File: src/rtl/mips_pkg.sv
// Shared core package: instruction-fill FSM state encoding, word/byte-offset
// width constants, and the PC field-extract helpers used by fetch and the
// instruction cache.
package mips_pkg;

  typedef enum logic [1:0] {
    IDLE = 2'd0,
    REQ  = 2'd1,
    FILL = 2'd2,
    DONE = 2'd3
  } fillState_e;

  // Width of one instruction word / fill beat, and the byte offset inside it.
  localparam int WORD_W     = 32;
  localparam int BYTE_OFF_W = 2;

  // Generic field extract; callers size-cast the result to the field width.
  function automatic logic [31:0] pcField(input logic [31:0] pc, input int lsb, input int width);
    logic [31:0] mask;
    mask = (width >= 32) ? '1 : ((32'h1 << width) - 32'h1);
    return (pc >> lsb) & mask;
  endfunction

  // Word offset inside a cache line.
  function automatic logic [31:0] pcWord(input logic [31:0] pc, input int offW);
    return pcField(pc, BYTE_OFF_W, offW);
  endfunction

  // Cache line index.
  function automatic logic [31:0] pcIdx(input logic [31:0] pc, input int offW, input int idxW);
    return pcField(pc, BYTE_OFF_W + offW, idxW);
  endfunction

  // Tag above the index field.
  function automatic logic [31:0] pcTag(input logic [31:0] pc, input int offW, input int idxW);
    return pcField(pc, BYTE_OFF_W + offW + idxW, WORD_W - BYTE_OFF_W - offW - idxW);
  endfunction

endpackage

File: src/rtl/dff.sv
// Core library register: synchronous active-high reset to zero, load enable.
// Ports:
//   clk   - clock
//   reset - synchronous reset, clears q
//   en    - load enable
//   d     - next value
//   q     - registered value
module dff #(
  parameter int WIDTH = 1
) (
  input  logic             clk,
  input  logic             reset,
  input  logic             en,
  input  logic [WIDTH-1:0] d,
  output logic [WIDTH-1:0] q
);

  always_ff @(posedge clk) begin
    if (reset) begin
      q <= '0;
    end else if (en) begin
      q <= d;
    end
  end

endmodule

File: src/rtl/icache_fill_fsm.sv
// Line-refill controller for the instruction cache. Owns the refill state,
// the fill beat counter, the drop flag (line invalidated by a flush while
// its burst was in flight) and the external line request.
// Ports:
//   clk, reset        - clock, synchronous active-high reset
//   missReq           - lookup missed while IDLE; start a refill
//   missLine          - PC[31:OFF_W+2] of the missing line
//   flush             - cache flush pulse
//   MemAck_FL0        - line request accepted
//   MemDataVal_FL0    - fill beat valid
//   state             - current refill state
//   beatCnt           - word slot for the current fill beat
//   beatWr            - write the current beat into the data array
//   lineDone          - last beat of the line accepted this cycle
//   dropLine          - line must not be marked valid on completion
//   fillLine          - latched line address being refilled
//   MemReq_FL0        - line request, held until acknowledged
//   MemAddr_FL0       - line-aligned request address
module icache_fill_fsm
  import mips_pkg::*;
#(
  parameter  int LINES          = 16,
  parameter  int WORDS_PER_LINE = 4,
  localparam int OFF_W          = $clog2(WORDS_PER_LINE),
  localparam int LINE_W         = WORD_W - BYTE_OFF_W - OFF_W
) (
  input  logic              clk,
  input  logic              reset,
  input  logic              missReq,
  input  logic [LINE_W-1:0] missLine,
  input  logic              flush,
  input  logic              MemAck_FL0,
  input  logic              MemDataVal_FL0,
  output fillState_e        state,
  output logic [OFF_W-1:0]  beatCnt,
  output logic              beatWr,
  output logic              lineDone,
  output logic              dropLine,
  output logic [LINE_W-1:0] fillLine,
  output logic              MemReq_FL0,
  output logic [WORD_W-1:0] MemAddr_FL0
);

  fillState_e       stateQ, stateD;
  logic [OFF_W-1:0] cntQ, cntD;
  logic             dropQ, dropD;
  logic             lastBeat;

  assign lastBeat = (cntQ == OFF_W'(WORDS_PER_LINE - 1));

  always_ff @(posedge clk) begin
    if (reset) begin
      stateQ <= IDLE;
      cntQ   <= '0;
      dropQ  <= 1'b0;
    end else begin
      stateQ <= stateD;
      cntQ   <= cntD;
      dropQ  <= dropD;
    end
  end

  always_comb begin
    stateD     = stateQ;
    cntD       = cntQ;
    dropD      = dropQ;
    beatWr     = 1'b0;
    lineDone   = 1'b0;
    MemReq_FL0 = 1'b0;
    // Array writes are suppressed while reset is asserted so stray beats
    // during a reset cycle cannot touch the data array.
    if (!reset) begin
      case (stateQ)
        IDLE: begin
          if (missReq) begin
            stateD = REQ;
            dropD  = 1'b0;
          end
        end
        REQ: begin
          MemReq_FL0 = 1'b1;
          if (flush) dropD = 1'b1;
          // Beats seen before the ack belong to nobody and are ignored.
          if (MemAck_FL0) begin
            stateD = FILL;
            cntD   = '0;
          end
        end
        FILL: begin
          if (flush) dropD = 1'b1;
          if (MemDataVal_FL0) begin
            beatWr = 1'b1;
            cntD   = cntQ + 1'b1;
            if (lastBeat) begin
              lineDone = 1'b1;
              stateD   = DONE;
            end
          end
        end
        DONE: begin
          stateD = IDLE;
        end
        default: begin
          stateD = IDLE;
        end
      endcase
    end
  end

  // The line address is captured on the miss and held for the whole burst,
  // so a PC change while stalled cannot redirect the refill.
  dff #(.WIDTH(LINE_W)) lineReg (
    .clk   (clk),
    .reset (reset),
    .en    (missReq && (stateQ == IDLE)),
    .d     (missLine),
    .q     (fillLine)
  );

  assign state       = stateQ;
  assign beatCnt     = cntQ;
  assign dropLine    = dropQ;
  assign MemAddr_FL0 = {fillLine, {(OFF_W + BYTE_OFF_W){1'b0}}};

endmodule

File: src/rtl/icache_fill.sv
// Direct-mapped instruction cache with line refill. Fetch lookups hit
// combinationally out of flop arrays; a miss stalls fetch, issues one
// line-aligned burst request and absorbs WORDS_PER_LINE beats before the
// lookup is retried on the held PC.
// Ports:
//   clk, reset      - clock, synchronous active-high reset
//   PcReq_SY0       - fetch PC (bits [1:0] ignored)
//   Flush_SY0       - invalidate the whole cache (1-cycle pulse)
//   InstrFill_SY0   - instruction for PcReq_SY0, zero when not valid
//   InstrVal_SY0    - lookup hit this cycle
//   Stall_SY0       - miss or refill in progress; fetch holds PC
//   MemReq_FL0      - line request, held until MemAck_FL0
//   MemAddr_FL0     - line-aligned request address
//   MemAck_FL0      - request accepted
//   MemData_FL0     - fill beat data
//   MemDataVal_FL0  - fill beat valid (ascending word order, gaps allowed)
module icache_fill
  import mips_pkg::*;
#(
  parameter  int LINES          = 16,
  parameter  int WORDS_PER_LINE = 4,
  localparam int OFF_W          = $clog2(WORDS_PER_LINE),
  localparam int IDX_W          = $clog2(LINES),
  localparam int TAG_W          = WORD_W - BYTE_OFF_W - OFF_W - IDX_W,
  localparam int LINE_W         = WORD_W - BYTE_OFF_W - OFF_W
) (
  input  logic              clk,
  input  logic              reset,
  input  logic [WORD_W-1:0] PcReq_SY0,
  input  logic              Flush_SY0,
  output logic [WORD_W-1:0] InstrFill_SY0,
  output logic              InstrVal_SY0,
  output logic              Stall_SY0,
  output logic              MemReq_FL0,
  output logic [WORD_W-1:0] MemAddr_FL0,
  input  logic              MemAck_FL0,
  input  logic [WORD_W-1:0] MemData_FL0,
  input  logic              MemDataVal_FL0
);

  logic [LINES-1:0]  validQ;
  logic [TAG_W-1:0]  tagArr  [LINES];
  logic [WORD_W-1:0] dataArr [LINES*WORDS_PER_LINE];

  logic [OFF_W-1:0]  reqWord;
  logic [IDX_W-1:0]  reqIdx;
  logic [TAG_W-1:0]  reqTag;
  logic [LINE_W-1:0] reqLine;

  fillState_e        state;
  logic [OFF_W-1:0]  beatCnt;
  logic              beatWr;
  logic              lineDone;
  logic              dropLine;
  logic [LINE_W-1:0] fillLine;
  logic [IDX_W-1:0]  fillIdx;
  logic [TAG_W-1:0]  fillTag;

  logic              lookupHit;
  logic              missReq;

  assign reqWord = OFF_W'(pcWord(PcReq_SY0, OFF_W));
  assign reqIdx  = IDX_W'(pcIdx(PcReq_SY0, OFF_W, IDX_W));
  assign reqTag  = TAG_W'(pcTag(PcReq_SY0, OFF_W, IDX_W));
  assign reqLine = PcReq_SY0[WORD_W-1:OFF_W+BYTE_OFF_W];

  assign fillIdx = fillLine[IDX_W-1:0];
  assign fillTag = fillLine[LINE_W-1:IDX_W];

  // Lookup only counts while IDLE; during DONE the freshly written line is
  // visible but the hit is deliberately deferred to the following cycle.
  assign lookupHit = (state == IDLE) && validQ[reqIdx] && (tagArr[reqIdx] == reqTag);
  assign missReq   = !reset && (state == IDLE) && !lookupHit;

  assign InstrVal_SY0  = !reset && lookupHit;
  assign InstrFill_SY0 = InstrVal_SY0 ? dataArr[{reqIdx, reqWord}] : '0;
  assign Stall_SY0     = !reset && !lookupHit;

  icache_fill_fsm #(
    .LINES          (LINES),
    .WORDS_PER_LINE (WORDS_PER_LINE)
  ) fsm (
    .clk            (clk),
    .reset          (reset),
    .missReq        (missReq),
    .missLine       (reqLine),
    .flush          (Flush_SY0),
    .MemAck_FL0     (MemAck_FL0),
    .MemDataVal_FL0 (MemDataVal_FL0),
    .state          (state),
    .beatCnt        (beatCnt),
    .beatWr         (beatWr),
    .lineDone       (lineDone),
    .dropLine       (dropLine),
    .fillLine       (fillLine),
    .MemReq_FL0     (MemReq_FL0),
    .MemAddr_FL0    (MemAddr_FL0)
  );

  // A flush always wins over the completing line, including when it lands
  // on the same cycle as the last beat.
  always_ff @(posedge clk) begin
    if (reset) begin
      validQ <= '0;
    end else if (Flush_SY0) begin
      validQ <= '0;
    end else if (lineDone && !dropLine) begin
      validQ[fillIdx] <= 1'b1;
    end
  end

  // Tag and data storage carry no reset; validQ guards every read.
  always_ff @(posedge clk) begin
    if (beatWr) begin
      dataArr[{fillIdx, beatCnt}] <= MemData_FL0;
    end
    if (lineDone) begin
      tagArr[fillIdx] <= fillTag;
    end
  end

endmodule

File: config.mk
export PLATFORM = sky130hd
export DESIGN_NAME = icache_fill
export DESIGN_NICKNAME = d
export VERILOG_FILES = /design/src/rtl/mips_pkg.sv /design/src/rtl/dff.sv /design/src/rtl/icache_fill_fsm.sv /design/src/rtl/icache_fill.sv
export SDC_FILE = /design/constraint.sdc
export NUM_CORES = 2
export LEC_CHECK = 0
export ABC_AREA = 0
export BUFFER_PORTS_ARGS = -buffer_cell sky130_fd_sc_hd__buf_2
export CORE_AREA = 2 2 419 421
export DETAILED_ROUTE_END_ITERATION = 6
export DIE_AREA = 0 0 421 423
export PLACE_DENSITY = 0.8
export SETUP_SLACK_MARGIN = 0.02
export SLEW_MARGIN = 25
export SYNTH_ARGS = -nofsm -noshare
export SYNTH_HDL_FRONTEND = slang
export SYNTH_SLANG_ARGS = --single-unit
export TNS_END_PERCENT = 30
File: constraint.sdc
create_clock -name clk -period 5.2 [get_ports clk]
set_clock_uncertainty 0.1 [all_clocks]
set_input_delay 0 -clock clk [delete_from_list [all_inputs] [get_ports clk]]
set_output_delay 0 -clock clk [all_outputs]
set_load 0.1 [all_outputs]
==> flow_summary.ini <==
[sta]
min_period_ns = 4.728
timing.slew.headroom_pct = 24.24
worst_hold_slack_ns = 0.06836
setup_tns_ns = 0
finalCritPeriodShare_pct = 90.93
grt_setup_unrepaired = no
maxClockFrequency_ghz = 0.2115
final_max_slew_viol_count = 0
finalHoldViolCount = 0
worst-slew-pin-transition_ns = 1.134
finalSetupViolCount = 0

[clocking]
postCtsHoldBufs = 140
postCtsSetupBuffers = 0
ctsRootBufferMaster = sky130_fd_sc_hd__clkbuf_16
clock_tree.htree_level_count = 4
clock_tree_from_tritoncts = yes
clk_pin_slew_worst_paths_ns = 0.06
clock_insertion_delay_worst_skew_ns = 0.86
clock-sinks = 2481
ctsLongestPathBuffers = 3
number_of_buffers_created_by_cts = 224
number_of_gates_resized_after_cts = 0

[synthesis]
syn-instance-count = 3942
cell_area_synth_sq_um = 95160
synthArstFlopShare_pct = 0
syn_avg_cell_area_sq_um = 24.14
fraction_of_the_yosys_area_taken_by_sequential_cells_pct = 77.78
synthDistinctLibCells = 55
synth_edf_count = 2432
synth_ff_type = sky130_fd_sc_hd__edfxtp_1
synth.yosys.warnings = 0
yosys_register_bits = 2481

[layout]
drive_above_1_share_pct = 31.51
finalCoreUtilization_pct = 63.03
layout.cells.most_common = sky130_fd_sc_hd__edfxtp_1
synthToLayoutAreaGrowth_pct = 14.75
fill_cells = 10570
design.final.nets = 4451
final_design_area_no_fill_sq_um = 109200
final_cell_mix = sky130_fd_sc_hd__edfxtp_1, sky130_fd_sc_hd__mux4_2, sky130_fd_sc_hd__clkbuf_16

[routing]
dr_total_vias = 46090
m1WireLength_mm = 81.25
met3_wirelength_mm = 24.30
drc = 4
route.detailed.vias_per_inst = 6.684
route.met2.wl_mm = 124.5
first_iter_violations = 6432
final_wl_mm = 240.4
top_layer_used_by_detailed_routing = met5
drt_first_pass_iters = 7
drtAntennaViolNets = 0
routed_wire_length_per_instance_um = 34.86

[die]
die_height_um = 423
start_util_pct = 54.93
placeable_core_region_sq_um = 173200
core.rowCount = 153
dieWidth_um = 421
ioPinCount = 136
die_area_sq_um = 178100

[place]
place.gp.congestion = 0.7807
place_area_sq_um = 100500
dp.final_hpwl_mm = 125.8
buffer_ports.inserted = 129

[hold_path]
worstHoldPathType = input port to register

[power]
power_density_nw_per_um2 = 382.8
leakagePower_uw = 0.03419
total_power_uw = 41800
worst_ir_drop_vdd_mv = 0.3953

[global_route]
grt_max_degree = 90
antenna_found_initial = 13
overflow = 0
number_of_global_route_vias_before_repair = 47320
global_routing_usage_summed_across_all_routing_layers_pct = 27.13
grt_first_pass_wirelength_mm = 345.4

[setup_path]
critPathRequiredTime_ns = 5.10
worst-path-max-fanout = 53
crit_type = input port to output pin
critPathArrivalTime_ns = 4.63
critical_path.endpoint_type = output pin
worstSetupStartpointType = input port

[status]
failed_checks = design-rule violations
run_status = finished with violations

[flow_run]
maxCapViolCount = 0
-- final cells by class --
| cell class | instances | area (sq um) | area share (%) |
|---|---|---|---|
| diodes | 10 | 25.02 | 0.02292 |
| repair buffers | 415 | 4268 | 3.908 |
| clock buffers | 274 | 5793 | 5.305 |
| well taps | 2325 | 2909 | 2.664 |
| inverters | 9 | 35.03 | 0.03208 |
| clock inverters | 136 | 1341 | 1.228 |
| multi-input cells | 1246 | 20820 | 19.06 |
| flip-flops and latches | 2481 | 74010 | 67.78 |
-- cells in the mapped netlist, types with 4 or more instances --
library cell	instances	area share, %
sky130_fd_sc_hd__nand3b_1	4	0.032
sky130_fd_sc_hd__a211o_1	5	0.046
sky130_fd_sc_hd__xor2_1	10	0.092
sky130_fd_sc_hd__o21ai_0	5	0.026
sky130_fd_sc_hd__nor2_1	112	0.44
sky130_fd_sc_hd__buf_2	17	0.089
sky130_fd_sc_hd__dfxtp_1	49	1.0
sky130_fd_sc_hd__inv_1	7	0.028
sky130_fd_sc_hd__buf_1	17	0.067
sky130_fd_sc_hd__ha_1	5	0.066
sky130_fd_sc_hd__buf_4	9	0.071
sky130_fd_sc_hd__clkbuf_1	157	0.62
sky130_fd_sc_hd__mux4_2	756	18
sky130_fd_sc_hd__nor4_1	5	0.033
sky130_fd_sc_hd__a22oi_1	16	0.13
sky130_fd_sc_hd__nor2b_1	41	0.27
sky130_fd_sc_hd__xnor2_1	10	0.092
sky130_fd_sc_hd__and3_1	11	0.072
sky130_fd_sc_hd__a21oi_1	23	0.12
sky130_fd_sc_hd__nand4b_1	4	0.037
sky130_fd_sc_hd__edfxtp_1	2432	77
sky130_fd_sc_hd__and2_1	7	0.046
sky130_fd_sc_hd__nor3b_1	9	0.071
sky130_fd_sc_hd__a22o_1	5	0.046
sky130_fd_sc_hd__mux2i_1	99	1.0
sky130_fd_sc_hd__nand2_1	71	0.28
sky130_fd_sc_hd__buf_8	5	0.079
sky130_fd_sc_hd__nand3_1	11	0.058
-- flip-flops by register name, indices dropped and copies added, names as in the netlist --
name / count
fsm.dropLine: 1
fsm.state: 2
tagArr: 384
fsm.beatCnt: 2
fsm.lineReg.q: 28
validQ: 16
dataArr: 2048
-- routing by layer --
metal,vias up,global-route usage (%)
li1,17800,-
met1,24310,34.97
met2,3403,45.97
met3,583,5.287
met4,2,10.67
met5,-,0
-- through the flow --
stage	worst slack (ns)	std cells
4_1_cts	0.4884	6883
2_1_floorplan	0.9488	3945
3_5_place_dp	1.124	6333
6_report	0.4716	6896
3_3_place_gp	1.210	6322
5_1_grt	0.2918	6895
-- logic make-up after synthesis --
| kind of cell | count (synthesis) | synth area share [%] |
|---|---|---|
| buf+inv | 218 | 1.018 |
| other cells | 1 | 0.003941 |
| xor+xnor | 20 | 0.1841 |
| flops | 2481 | 77.78 |
| mux | 855 | 18.93 |
| fa+ha+maj | 5 | 0.06574 |
| simple gates | 289 | 1.461 |
| compound gates | 73 | 0.5575 |
-- final timing paths --
kind / from / end / slack, ns / cells after the start
worst max-delay path: PcReq_SY0[4] / InstrFill_SY0[16] / 0.47 / 13
worst min-delay path: reset / fsm.state[0] / 0.07 / 4
worst max register to register: tagArr[6][22] / fsm.lineReg.q[9] / 1.04 / 10
worst min register to register: validQ[6] / validQ[6] / 0.37 / 2
-- critical path: stages --
cell                            delay [ns]
sky130_fd_sc_hd__dlygate4sd3_1        0.56
sky130_fd_sc_hd__buf_8                0.46
sky130_fd_sc_hd__buf_4                0.36
sky130_fd_sc_hd__mux4_2               0.55
sky130_fd_sc_hd__mux2i_1              0.20
sky130_fd_sc_hd__mux2i_1              0.17
sky130_fd_sc_hd__xnor2_1              0.28
sky130_fd_sc_hd__nand4_1              0.27
sky130_fd_sc_hd__nor4_4               0.65
sky130_fd_sc_hd__nand3_2              0.13
sky130_fd_sc_hd__buf_4                0.32
sky130_fd_sc_hd__nor2b_1              0.34
sky130_fd_sc_hd__buf_12               0.22
-- power by group --
group          internal, uW  switching [uW]  total [uW]  leakage, uW
Combinational          1070            1920        2990      0.00844
Clock                  8850            7430       16300      0.00344
Sequential            22200             289       22500       0.0223
(Power assumes the default switching activity.)
